$ cat config.mk
export PLATFORM = sky130hd
export DESIGN_NAME = masked_rand_source
export DESIGN_NICKNAME = d
export VERILOG_FILES = /design/src/rtl/masked_rand_source.sv
export SDC_FILE = /design/constraint.sdc
export NUM_CORES = 1
export LEC_CHECK = 0
export ABC_AREA = 1
export CAP_MARGIN = 20
export CORE_UTILIZATION = 52
export CTS_CLUSTER_DIAMETER = 40
export DETAILED_ROUTE_END_ITERATION = 8
export DONT_BUFFER_PORTS = 1
export PLACE_DENSITY_LB_ADDON = 0.1
export SLEW_MARGIN = 0
export SYNTH_ARGS = -nofsm -noshare
export SYNTH_HDL_FRONTEND = slang
export SYNTH_SLANG_ARGS = --single-unit
export TNS_END_PERCENT = 5
$ cat constraint.sdc
create_clock -name in_clock -period 2.7 [get_ports in_clock]
set_input_delay 0.405 -clock in_clock [delete_from_list [all_inputs] [get_ports in_clock]]
set_output_delay 0.405 -clock in_clock [all_outputs]
set_load 0.02 [all_outputs]
$ cat src/rtl/masked_rand_source.sv
// Fresh-randomness source for masked HPC1 multipliers: seeded 64-bit Galois LFSR, unrolled per word.
// Define MASKED_RAND_SOURCE_RESEED_EN to accept a new seed while in RUN.
module masked_rand_source #(
   parameter int NUM_SHARES    = 2,
   parameter int BIT_WIDTH     = 1,
   parameter int WARMUP_CYCLES = 16
) (
   input  logic                                              in_clock,
   input  logic                                              in_reset,
   input  logic [31:0]                                       in_seed,
   input  logic                                              in_seed_valid,
   output logic                                              out_seed_ready,
   output logic [NUM_SHARES*BIT_WIDTH-1:0]                   out_r,
   output logic [NUM_SHARES*(NUM_SHARES-1)/2*BIT_WIDTH-1:0]  out_p,
   output logic                                              out_valid,
   input  logic                                              in_ready
);

   localparam int NUM_QUADRATIC = NUM_SHARES * (NUM_SHARES - 1) / 2;
   localparam int P_BITS        = NUM_QUADRATIC * BIT_WIDTH;
   localparam int OUT_BITS      = (NUM_SHARES - 1 + NUM_QUADRATIC) * BIT_WIDTH;
   localparam int CNT_W         = (WARMUP_CYCLES > 1) ? $clog2(WARMUP_CYCLES) : 1;
   localparam logic [CNT_W-1:0] CNT_INIT = CNT_W'(WARMUP_CYCLES - 1);
   // Feedback taps for x^64+x^63+x^61+x^60+1 in left-shifting Galois form
   localparam logic [63:0] TAPS = 64'hB000_0000_0000_0001;

`ifdef MASKED_RAND_SOURCE_RESEED_EN
   localparam logic RUN_SEED_READY = 1'b1;
`else
   localparam logic RUN_SEED_READY = 1'b0;
`endif

   if (OUT_BITS > 64 || NUM_SHARES < 2 || WARMUP_CYCLES < 1) begin : g_bad_cfg
      $error("masked_rand_source: invalid configuration (OUT_BITS=%0d)", OUT_BITS);
   end

   typedef enum logic [1:0] {StUnseeded, StSeedLo, StWarmup, StRun} fsm_e;

   fsm_e             fsm;
   logic [63:0]      lfsr;
   logic [63:0]      lfsr_adv;
   logic [63:0]      step;
   logic [63:0]      seed_full;
   logic [CNT_W-1:0] cnt;
   logic             valid_q;
   logic             seed_ready_q;
   logic [OUT_BITS-1:0]              word;
   logic [NUM_SHARES*BIT_WIDTH-1:0]  r_vec;
   logic [BIT_WIDTH-1:0]             r_last;

   // Bit i of the word is the bit emitted by the i-th step from the current state.
   always_comb begin
      step = lfsr;
      word = '0;
      for (int i = 0; i < OUT_BITS; i++) begin
         word[i] = step[63];
         step    = {step[62:0], 1'b0} ^ (step[63] ? TAPS : 64'h0);
      end
      lfsr_adv = step;
   end

   // Last share closes the sharing so all shares XOR to zero.
   always_comb begin
      r_vec  = '0;
      r_last = '0;
      for (int k = 0; k < NUM_SHARES - 1; k++) begin
         r_vec[k*BIT_WIDTH +: BIT_WIDTH] = word[P_BITS + k*BIT_WIDTH +: BIT_WIDTH];
         r_last = r_last ^ word[P_BITS + k*BIT_WIDTH +: BIT_WIDTH];
      end
      r_vec[(NUM_SHARES-1)*BIT_WIDTH +: BIT_WIDTH] = r_last;
   end

   assign seed_full = {lfsr[63:32], in_seed};

   always_ff @(posedge in_clock or posedge in_reset) begin
      if (in_reset) begin
         fsm          <= StUnseeded;
         lfsr         <= '0;
         cnt          <= CNT_INIT;
         valid_q      <= 1'b0;
         seed_ready_q <= 1'b1;
      end else begin
         unique case (fsm)
            StUnseeded: begin
               if (in_seed_valid) begin
                  lfsr[63:32] <= in_seed;
                  fsm         <= StSeedLo;
               end
            end
            StSeedLo: begin
               if (in_seed_valid) begin
                  lfsr         <= (seed_full == 64'h0) ? 64'h1 : seed_full;
                  cnt          <= CNT_INIT;
                  fsm          <= StWarmup;
                  seed_ready_q <= 1'b0;
               end
            end
            StWarmup: begin
               lfsr <= lfsr_adv;
               if (cnt == '0) begin
                  fsm          <= StRun;
                  valid_q      <= 1'b1;
                  seed_ready_q <= RUN_SEED_READY;
               end else begin
                  cnt <= cnt - CNT_W'(1);
               end
            end
            StRun: begin
`ifdef MASKED_RAND_SOURCE_RESEED_EN
               // A reseed wins over a simultaneous fire
               if (in_seed_valid) begin
                  lfsr[63:32]  <= in_seed;
                  fsm          <= StSeedLo;
                  valid_q      <= 1'b0;
                  seed_ready_q <= 1'b1;
               end else if (in_ready) begin
                  lfsr <= lfsr_adv;
               end
`else
               if (in_ready) begin
                  lfsr <= lfsr_adv;
               end
`endif
            end
            default: fsm <= StUnseeded;
         endcase
      end
   end

   assign out_valid      = valid_q;
   assign out_seed_ready = seed_ready_q;
   assign out_r          = valid_q ? r_vec : '0;
   assign out_p          = valid_q ? word[P_BITS-1:0] : '0;

endmodule

# Yosys cells after proc, flatten, opt, wreduce, memory -nomap -nowiden
# Cells that the tools add are included.
# word_totals
output_inout_bits	5
in_bits	36
elab_cells	50
regBits	72
# classes
eq_ne	9
muxes	20
n_reduce_logical	12
add_sub_neg	1
bitwise_logic	2
# ops
operator	n
$mux 64	5
$pmux 32 s4	1
$xor 64x64->64	2
$pmux 32 s3	1
$logic_not 64->1	1
$mux 32	1
$ne 2x2->1 const B	6
$reduce_and 3->1	3
$mux 2	4
$mux 4	2
$pmux 4 s2	1
$reduce_and 4->1	2
$pmux 2 s3	1
$reduce_bool 3->1	2
$eq 2x2->1 const B	2
$logic_not 4->1	1
$sub 4x1->4 const B	1
$mux 1	3
$eq 2x1->1 const B	1
$logic_not 2->1	1
$pmux 1 s2	1
$reduce_and 2->1	1
$reduce_bool 2->1	1

# Depth between registers and ports, before layout
# Gate-level depths: netlist of the first run.
# depth
depth_word	6
ltp_mapped	14
depth_no_buf	13

# Worst setup path after synthesis of the first run
# OpenSTA, ideal clock, no wires.
# synth_path
path_kind	register to register
start	reg fsm[0]
end	reg lfsr[13]
t_arrival_ns	1.494
path_slack_ns	1.073
t_required_ns	2.567
period_less_slack_ns	1.627
stages_incl_launch_ff	8
n_path_buf	1
cell_sequence	dfrtp_1 -> inv_1 -> ha_1 -> nor2_2 -> clkbuf_1 -> o21ai_0 -> a21oi_1 -> a21oi_1
# synth_via
elab_chain_len	3
word_cells_on_any_way	8
cone_classes	eq/ne: 5; mux: 1; reduce/logical: 2
# synth_rtl
element	line	rtl
start: declaration	39	fsm_e fsm;
start signal: assignment	77	fsm <= StUnseeded;
start signal: assignment	87	fsm <= StSeedLo;
start signal: assignment	94	fsm <= StWarmup;
$eq 2x2->1 / $eq 2x1->1 (equally long branches)	83	unique case (fsm)
$ne 2x2->1 (no line) / $reduce_bool 3->1 (equally long branches)	--	
$reduce_and 3->1 (no line)	--	
end signal: assignment	92	lfsr <= (seed_full == 64'h0) ? 64'h1 : seed_full;
end signal: assignment	99	lfsr <= lfsr_adv;
end signal: assignment	121	lfsr <= lfsr_adv;
end: declaration	40	logic [63:0] lfsr;
# Several ways; a longest one is shown, not always the timed one.
# A chain may end at the register's enable or synchronous reset.

# Worst setup path in the final report of the first run
# layout_path
start	reg fsm[1]
end	reg lfsr[17]
# The elaborated chain is that of the path after synthesis.

==> results of run 1 <==
-- per-layer routing --
metal / wire (microns) / track usage (%)
met5: 0 / 0
met3: 622 / 4.99
met2: 4520 / 39.9
met4: 144 / 8.87
met1: 4580 / 37.2
-- cells by family (layout without fill, tap and decap cells) --
kind of cell,count (synthesis),count (layout)
buffers and inverters,86,81
adder cells (fa/ha/maj),9,9
flip-flops,72,72
AO/OA/AOI/OAI,109,109
XOR/XNOR,4,4
AND/OR/NAND/NOR,277,277
-- metrics by stage --
step,std cells,setup slack (ns),cell area (sq um)
final,651,0.499,4340
after global routing,651,0.274,4340
after CTS,651,0.189,4330
after detailed placement,634,0.229,4070
after global placement,634,0.314,4070
after floorplan,557,0.478,4040
-- synthesized netlist by cell type --
master	number
nand3_1	64
nand2_4	1
o21a_1	1
nand2_1	158
ha_1	9
a21oi_1	64
dfrtp_1	67
o21ai_1	12
buf_2	10
a21boi_0	1
clkbuf_1	9
buf_4	4
buf_1	3
o21ai_0	28
inv_2	4
nor2_2	3
buf_6	3
o22ai_1	2
a31oi_1	1
clkbuf_2	3
inv_1	50
nor2_1	48
xnor2_1	4
dfstp_2	5
nor3_4	1
nand2_2	1
nand4_1	1
-- final timing paths --
check / endpoint / depth (start not counted) / slack [ns] / start
setup / recovery: lfsr[17] / 9 / 0.50 / fsm[1]
hold / removal: lfsr[1] / 2 / 0.23 / in_seed[1]
setup reg to reg: lfsr[17] / 9 / 0.50 / fsm[1]
hold reg to reg: lfsr[0] / 2 / 0.50 / lfsr[0]
max in group asynchronous: lfsr[57] / 3 / 1.51 / in_reset
min in group asynchronous: lfsr[2] / 2 / 0.53 / in_reset
-- final cells by class --
class	instances	share of cell area, %
inverters	54	4.67
well taps	99	2.86
repair buffers	11	1.96
multi-input cells	399	43.0
clock buffers	12	3.58
clock inverters	4	2.28
flip-flops and latches	72	41.7
-- cell usage in the layout, fill, tap and decap left out, drive strengths merged --
cell         instances
o22ai                2
a21oi               64
a21boi               1
a31oi                1
nand2              160
dfstp                5
bufinv               3
buf                 10
inv                 55
o21a                 1
nor3                 1
ha                   9
nand3               64
dfrtp               67
nand4                1
clkbuf              12
dlygate4sd3          1
xnor2                4
o21ai               40
nor2                51
-- power groups by stage --
stage	registers [mW]	logic (mW)	clock network (mW)
floorplan	1.39	0.639	0
global placement	1.42	0.719	0
detailed placement	1.42	0.735	0
CTS	1.40	0.740	1.11
global route	1.42	0.851	1.15
finish	1.40	0.735	1.08
-- timing repair --
item,in CTS,in global routing
gates resized for setup,0,1
hold buffers,1,0
endpoints found under the setup margin,0,31
endpoints found under the hold margin,15,0
-- sequential cells by signal, summed over array words and instances, names as in the netlist --
register        flops
lfsr               64
out_valid           1
out_seed_ready      1
fsm                 2
cnt                 4
-- critical path: stages (launching register included) --
cell and delay [ns]:
dfrtp_1 0.39, inv_1 0.11, ha_1 0.25, inv_2 0.09, nor2_2 0.06, nor3_4 0.47, buf_4 0.33, o21ai_0 0.12
a21oi_1 0.17, a21oi_1 0.06
==> results.md, run 1 <==
* Final Hold Vio Count at 0
* Max-cap violations at 0
* RSZ-0062 raised after global routing: false
* Mux cell area share after synthesis at 0%
* Pint at 2.24 mW
* Simple-Gate Fraction of Synth Area at between 20 and 30%
* Post-Synthesis Cell Area at 4040 sq um
* GRT Residual Overflow at 0
* Adder-Cell Fraction of Synth Area at under 10%
* Area Growth Syn to Fin at 7.40%
* Crit path max fanout at 22
* Mapped Avg Cell Area at about 7.3 sq um
* Outcome: finished clean
* Compound-Gate Fraction of Synth Area at a little over an eighth
* Fin crit period at approximately 2.2 ns
* Die area at just over 8000 sq um
* DIE WIDTH at roughly 90 microns
* Worst hold path type: input pin to flop
* Worst endpoint required time at 2.92 ns
* Seq pwr share at 43.5%
* Setup Fix Bufs, Post-CTS at 0
* CP Capture Type: flop
* CTS buffer count at 9
* First-pass GRT wire length at 16800 microns
* DRT iter0 DRCs at between 300 and 400
* Htree depth at 3
* Comb power frac at between 20 and 25%
* Final Skew at about 0.012 ns
* Post-synth cell types at 27
* DRT antenna net count at 0
* Diodes inserted at 0
* Number of placed I/O pins at slightly above 40
* CTS max path bufs at 2
* Critical path type: flop to flop
* Post-synthesis cell type with the largest combined area: dfrtp_1
* FILL cells at ~730
* DRT Wirelength at about 9900 microns
* DR vias/cell at roughly 5.5
* Drt drc at 0
* Drt wl/cell at approximately 15 microns
* Slew HR at roughly 60%
* Cells after Synth at about 560
* Largest net degree at the start of global routing at 43
* Hold WS at 0.228 ns
* Leakage at 2.23 nW
* Antenna violations before repair at 0
* Startpoint Class: flop
* Largest family of logic cells by synthesized area: simple AND/OR/NAND/NOR gates
* Final number of setup-violating endpoints at 0
* Post-Synth XOR/XNOR Area at 0.867%
* Row cnt at 31
* CTS tree: built
* Yosys reg bits at 72
* Fmax at between 0.4 and 0.5 GHz
* Clk network pwr share at about a third
* Initial core utilization at 54.8%
* Die height at approximately 90 microns
* Syn Nets at 602
* Area of the multi-input gates at around 1900 sq um
* FF/Latch Area at 1810 sq um
* Post-Route Utilization at just under 60%
* Pwr dens at about 740 nW/um^2
* Detailed placement HPWL at 6660 microns
* Sw Pwr at slightly below 1 mW
* Ys Warns at 0
* Vias in the first global route at 3366
* Switching share of total power at about 31%
* Register area share after synthesis at between 40% and 50%
* Share of cells above drive strength 1 at 7.43%
* Area share of the largest cell type after synthesis at 41.5%
* Setup_tns at 0 ns
* Dominant cells by area after synthesis: dfrtp_1 (42%), nand2_1 (15%), a21oi_1 (7.9%), nand3_1 (7.9%), inv_1 (4.6%)
* Clock latency at the later pin of the worst-skew pair at 0.35 ns
* Area of the core at 7370 sq um
* Actual slew at the worst max-slew pin at 0.594 ns
* Crit path DAT at around 2.4 ns
* Root Buffer: clkbuf_8
* Clk sinks at about 70
* Gpl congestion at 0.850
* Pins Over Slew Limit at 0
* Total number of vias at around 3.6k
* Layout Nets at roughly 590
* Maximum vdd drop at ~360 uV
* Fin crit share at slightly above 80%
* Pwr Total at 3.22 mW
* Port Buffers at 0
* Total Routing Usage GR at between 20% and 30%
* 1st-pass router iterations at 5
* Reg clk slew, reported paths at 0.08 ns
No activity file was read; power rests on OpenSTA's default activity.
==> run 2: changes to the inputs <==
==> constraint.sdc (replaced) <==
create_clock -name in_clock -period 1.9 [get_ports in_clock]
set_input_delay 0.285 -clock in_clock [delete_from_list [all_inputs] [get_ports in_clock]]
set_output_delay 0.285 -clock in_clock [all_outputs]
set_load 0.02 [all_outputs]
==> results.md, run 2 (synthesis gave the netlist of run 1 again) <==
* GRT Residual Overflow at 0 (unchanged)
* Area of the core at 7370 sq um (unchanged)
* Area Growth Syn to Fin at 14.1% (was 7.40%)
* Fmax at 0.533 GHz (was 0.454 GHz)
* Crit path max fanout at 11 (was 22)
* Reg clk slew, reported paths at 0.08 ns (about the same)
* Number of placed I/O pins at 41 (unchanged)
* Fin crit period at 1.88 ns (was 2.20 ns)
* Maximum vdd drop at 487 uV (was 359 uV)
* Row cnt at 31 (unchanged)
* DR vias/cell at 5.50 (was 5.51)
* Drt wl/cell at 16.4 microns (was 15.2 microns)
* Flop2flop setup slack at 0.02 ns (was 0.50 ns)
* Final number of setup-violating endpoints at 0 (unchanged)
* Worst path max stage delay at 0.42 ns (was 0.47 ns)
* Slowest CP cell: dfrtp_1 (was nor3_4)
* Post-Route Utilization at 62.5% (was 58.9%)
* Crit-path cells: inv_1 -> ha_2 -> inv_2 -> nor2_4 -> nor3_4 -> buf_6 -> buf_4 -> inv_2 -> buf_4 -> a21oi_1 (was inv_1 -> ha_1 -> inv_2 -> nor2_2 -> nor3_4 -> buf_4 -> o21ai_0 -> a21oi_1 -> a21oi_1)
* Worst hold path type: input pin to flop (unchanged)
* Largest regs: lfsr: 64 flops, cnt: 4 flops, fsm: 2 flops (unchanged)
* Gpl congestion at 0.832 (was 0.850)
* Leakage at 2.35 nW (was 2.23 nW)
* Total Routing Usage GR at 27.2% (was 26.1%)
* Outcome: finished clean (unchanged)
* Die height at 90.1 microns (unchanged)
* Most flops, register: lfsr (unchanged)
* Slew HR at 67.0% (was 60.4%)
* Clock latency at the later pin of the worst-skew pair at 0.35 ns (about the same)
* Critical path type: flop to flop (unchanged)
* Hold Startpoint: in_seed[21] (was in_seed[1])
* Final Hold Vio Count at 0 (unchanged)
* Buf/Inv on CP at 6 (was 3)
* Max-cap violations at 0 (unchanged)
* Worst endpoint required time at 2.14 ns (was 2.92 ns)
* CTS buffer count at 9 (unchanged)
* R2R cell count at 10 (was 9)
* Startpoint of the worst register-to-register path: fsm[1] (unchanged)
* Fin crit share at 98.8% (was 81.5%)
* DRT iter0 DRCs at 283 (was 318)
* DIE WIDTH at 90.1 microns (unchanged)
* Vias in the first global route at 3528 (was 3366)
* RSZ-0062 raised after global routing: true (was false)
* DRT antenna net count at 0 (unchanged)
* Layout Cells excl Fill at 667 (was 651)
* Actual slew at the worst max-slew pin at 0.495 ns (was 0.594 ns)
* Drt drc at 0 (unchanged)
* Startpoint Class: flop (unchanged)
* Antenna violations before repair at 0 (unchanged)
* Largest register FFs at 64 (unchanged)
* DRT Wirelength at 11000 microns (was 9870 microns)
* CP Capture Type: flop (unchanged)
* Crit Reg-Reg Endpoint: lfsr[15] (was lfsr[17])
* Initial core utilization at 54.8% (unchanged)
* Placed cell count at 642 (was 634)
* Hold path cells at 2 (unchanged)
* Largest net degree at the start of global routing at 63 (was 43)
* 1st-pass router iterations at 5 (unchanged)
* First-pass GRT wire length at 17400 microns (was 16800 microns)
* Hold endpoint: lfsr[21] (was lfsr[1])
* Pwr Total at 4.62 mW (was 3.22 mW)
* Most common cell after layout, fill and taps aside: nand2_1 (unchanged)
* Crit path max-delay family: buffers and inverters (unchanged)
* Die area at 8120 sq um (unchanged)
* Port Buffers at 0 (unchanged)
* Htree depth at 3 (unchanged)
* Pwr dens at 1000 nW/um^2 (was 743 nW/um^2)
* Final Skew at 0.00852 ns (was 0.0121 ns)
* Share of cells above drive strength 1 at 10.9% (was 7.43%)
* Diodes inserted at 0 (unchanged)
* Pins Over Slew Limit at 0 (unchanged)
* WP depth at 10 (was 9)
* Root Buffer: clkbuf_8 (unchanged)
* CTS tree: built (unchanged)
* Commonest non-fill, non-tap cells in the layout: nand2_1 (158), dfrtp_1 (67), nand3_1 (64), a21oi_1 (61), inv_1 (49) (was nand2_1 (158), dfrtp_1 (67), nand3_1 (64), a21oi_1 (64), inv_1 (49))
* Crit path DAT at 2.11 ns (was 2.42 ns)
* CTS max path bufs at 2 (unchanged)
* Clk sinks at 72 (unchanged)
* Setup_tns at 0 ns (unchanged)
* Detailed placement HPWL at 7050 microns (was 6660 microns)
* Layout Nets at 608 (was 592)
* Total number of vias at 3666 (was 3585)
[run 2: changes by cell type in the layout (fill, tap and decap cells not counted), sizes merged]
cell and change:
buf +14, clkinv +2, inv -2, clkinvlp +1
nand2 +1
[run 2: what timing repair did]
action,4_1_cts,5_1_grt
setup endpoints to repair,0,40
hold buffers,1,0
resized for setup,0,23
buffers inserted,0,5
endpoints found under the hold margin,14,0
[run 2: power by group]
part	internal, mW	leakage (nW)	switching (mW)
clock network	0.909	0.124	0.596
registers	1.83	0.810	0.158
logic	0.449	1.41	0.687
total	3.18	2.35	1.44
[run 2: worst register-to-register path: stages (launching register included)]
cell and delay, ns:
dfrtp_1 0.42, inv_1 0.14, ha_2 0.25, inv_2 0.08, nor2_4 0.15, nor3_4 0.07, buf_6 0.14, buf_4 0.13
inv_2 0.10, buf_4 0.20, a21oi_1 0.10
[run 2: how the worst max path moves through the flow]
| stage | start | end | slack [ns] |
|---|---|---|---|
| floorplan | fsm[0] | lfsr[13] | 0.27 |
| global placement | fsm[0] | lfsr[48] | 0.08 |
| detailed placement | fsm[0] | lfsr[38] | 0.05 |
| CTS | fsm[0] | lfsr[32] | 0.04 |
| global route | fsm[1] | lfsr[15] | -0.07 |
| finish | fsm[1] | lfsr[15] | 0.02 |
[run 2: layout make-up]
class | count | area, sq um
inverter | 54 | 209
tap | 99 | 124
clock buffer | 11 | 141
timing repair buffer | 26 | 304
fill | 663 | 2760
clock inverter | 5 | 104
multi-input combinational | 400 | 1920
sequential | 72 | 1810
[run 2: per-stage QoR]
step | setup WS, ns | area (sq um) | hold WS, ns
finish | 0.0223 | 4610 | 0.108
global route | -0.0716 | 4610 | 0.104
CTS | 0.0390 | 4430 | 0.103
detailed placement | 0.0457 | 4170 | 0.211
global placement | 0.0778 | 4170 | 0.211
floorplan | 0.273 | 4040 | 0.442
[run 2: routing by layer]
layer	vias to the layer above	track usage, %	part of all wire, %
li1	1802	-	-
met5	-	0	0
met1	1708	37.6	45
met4	0	11.7	2.8
met3	25	4.23	6.1
met2	131	42.6	47
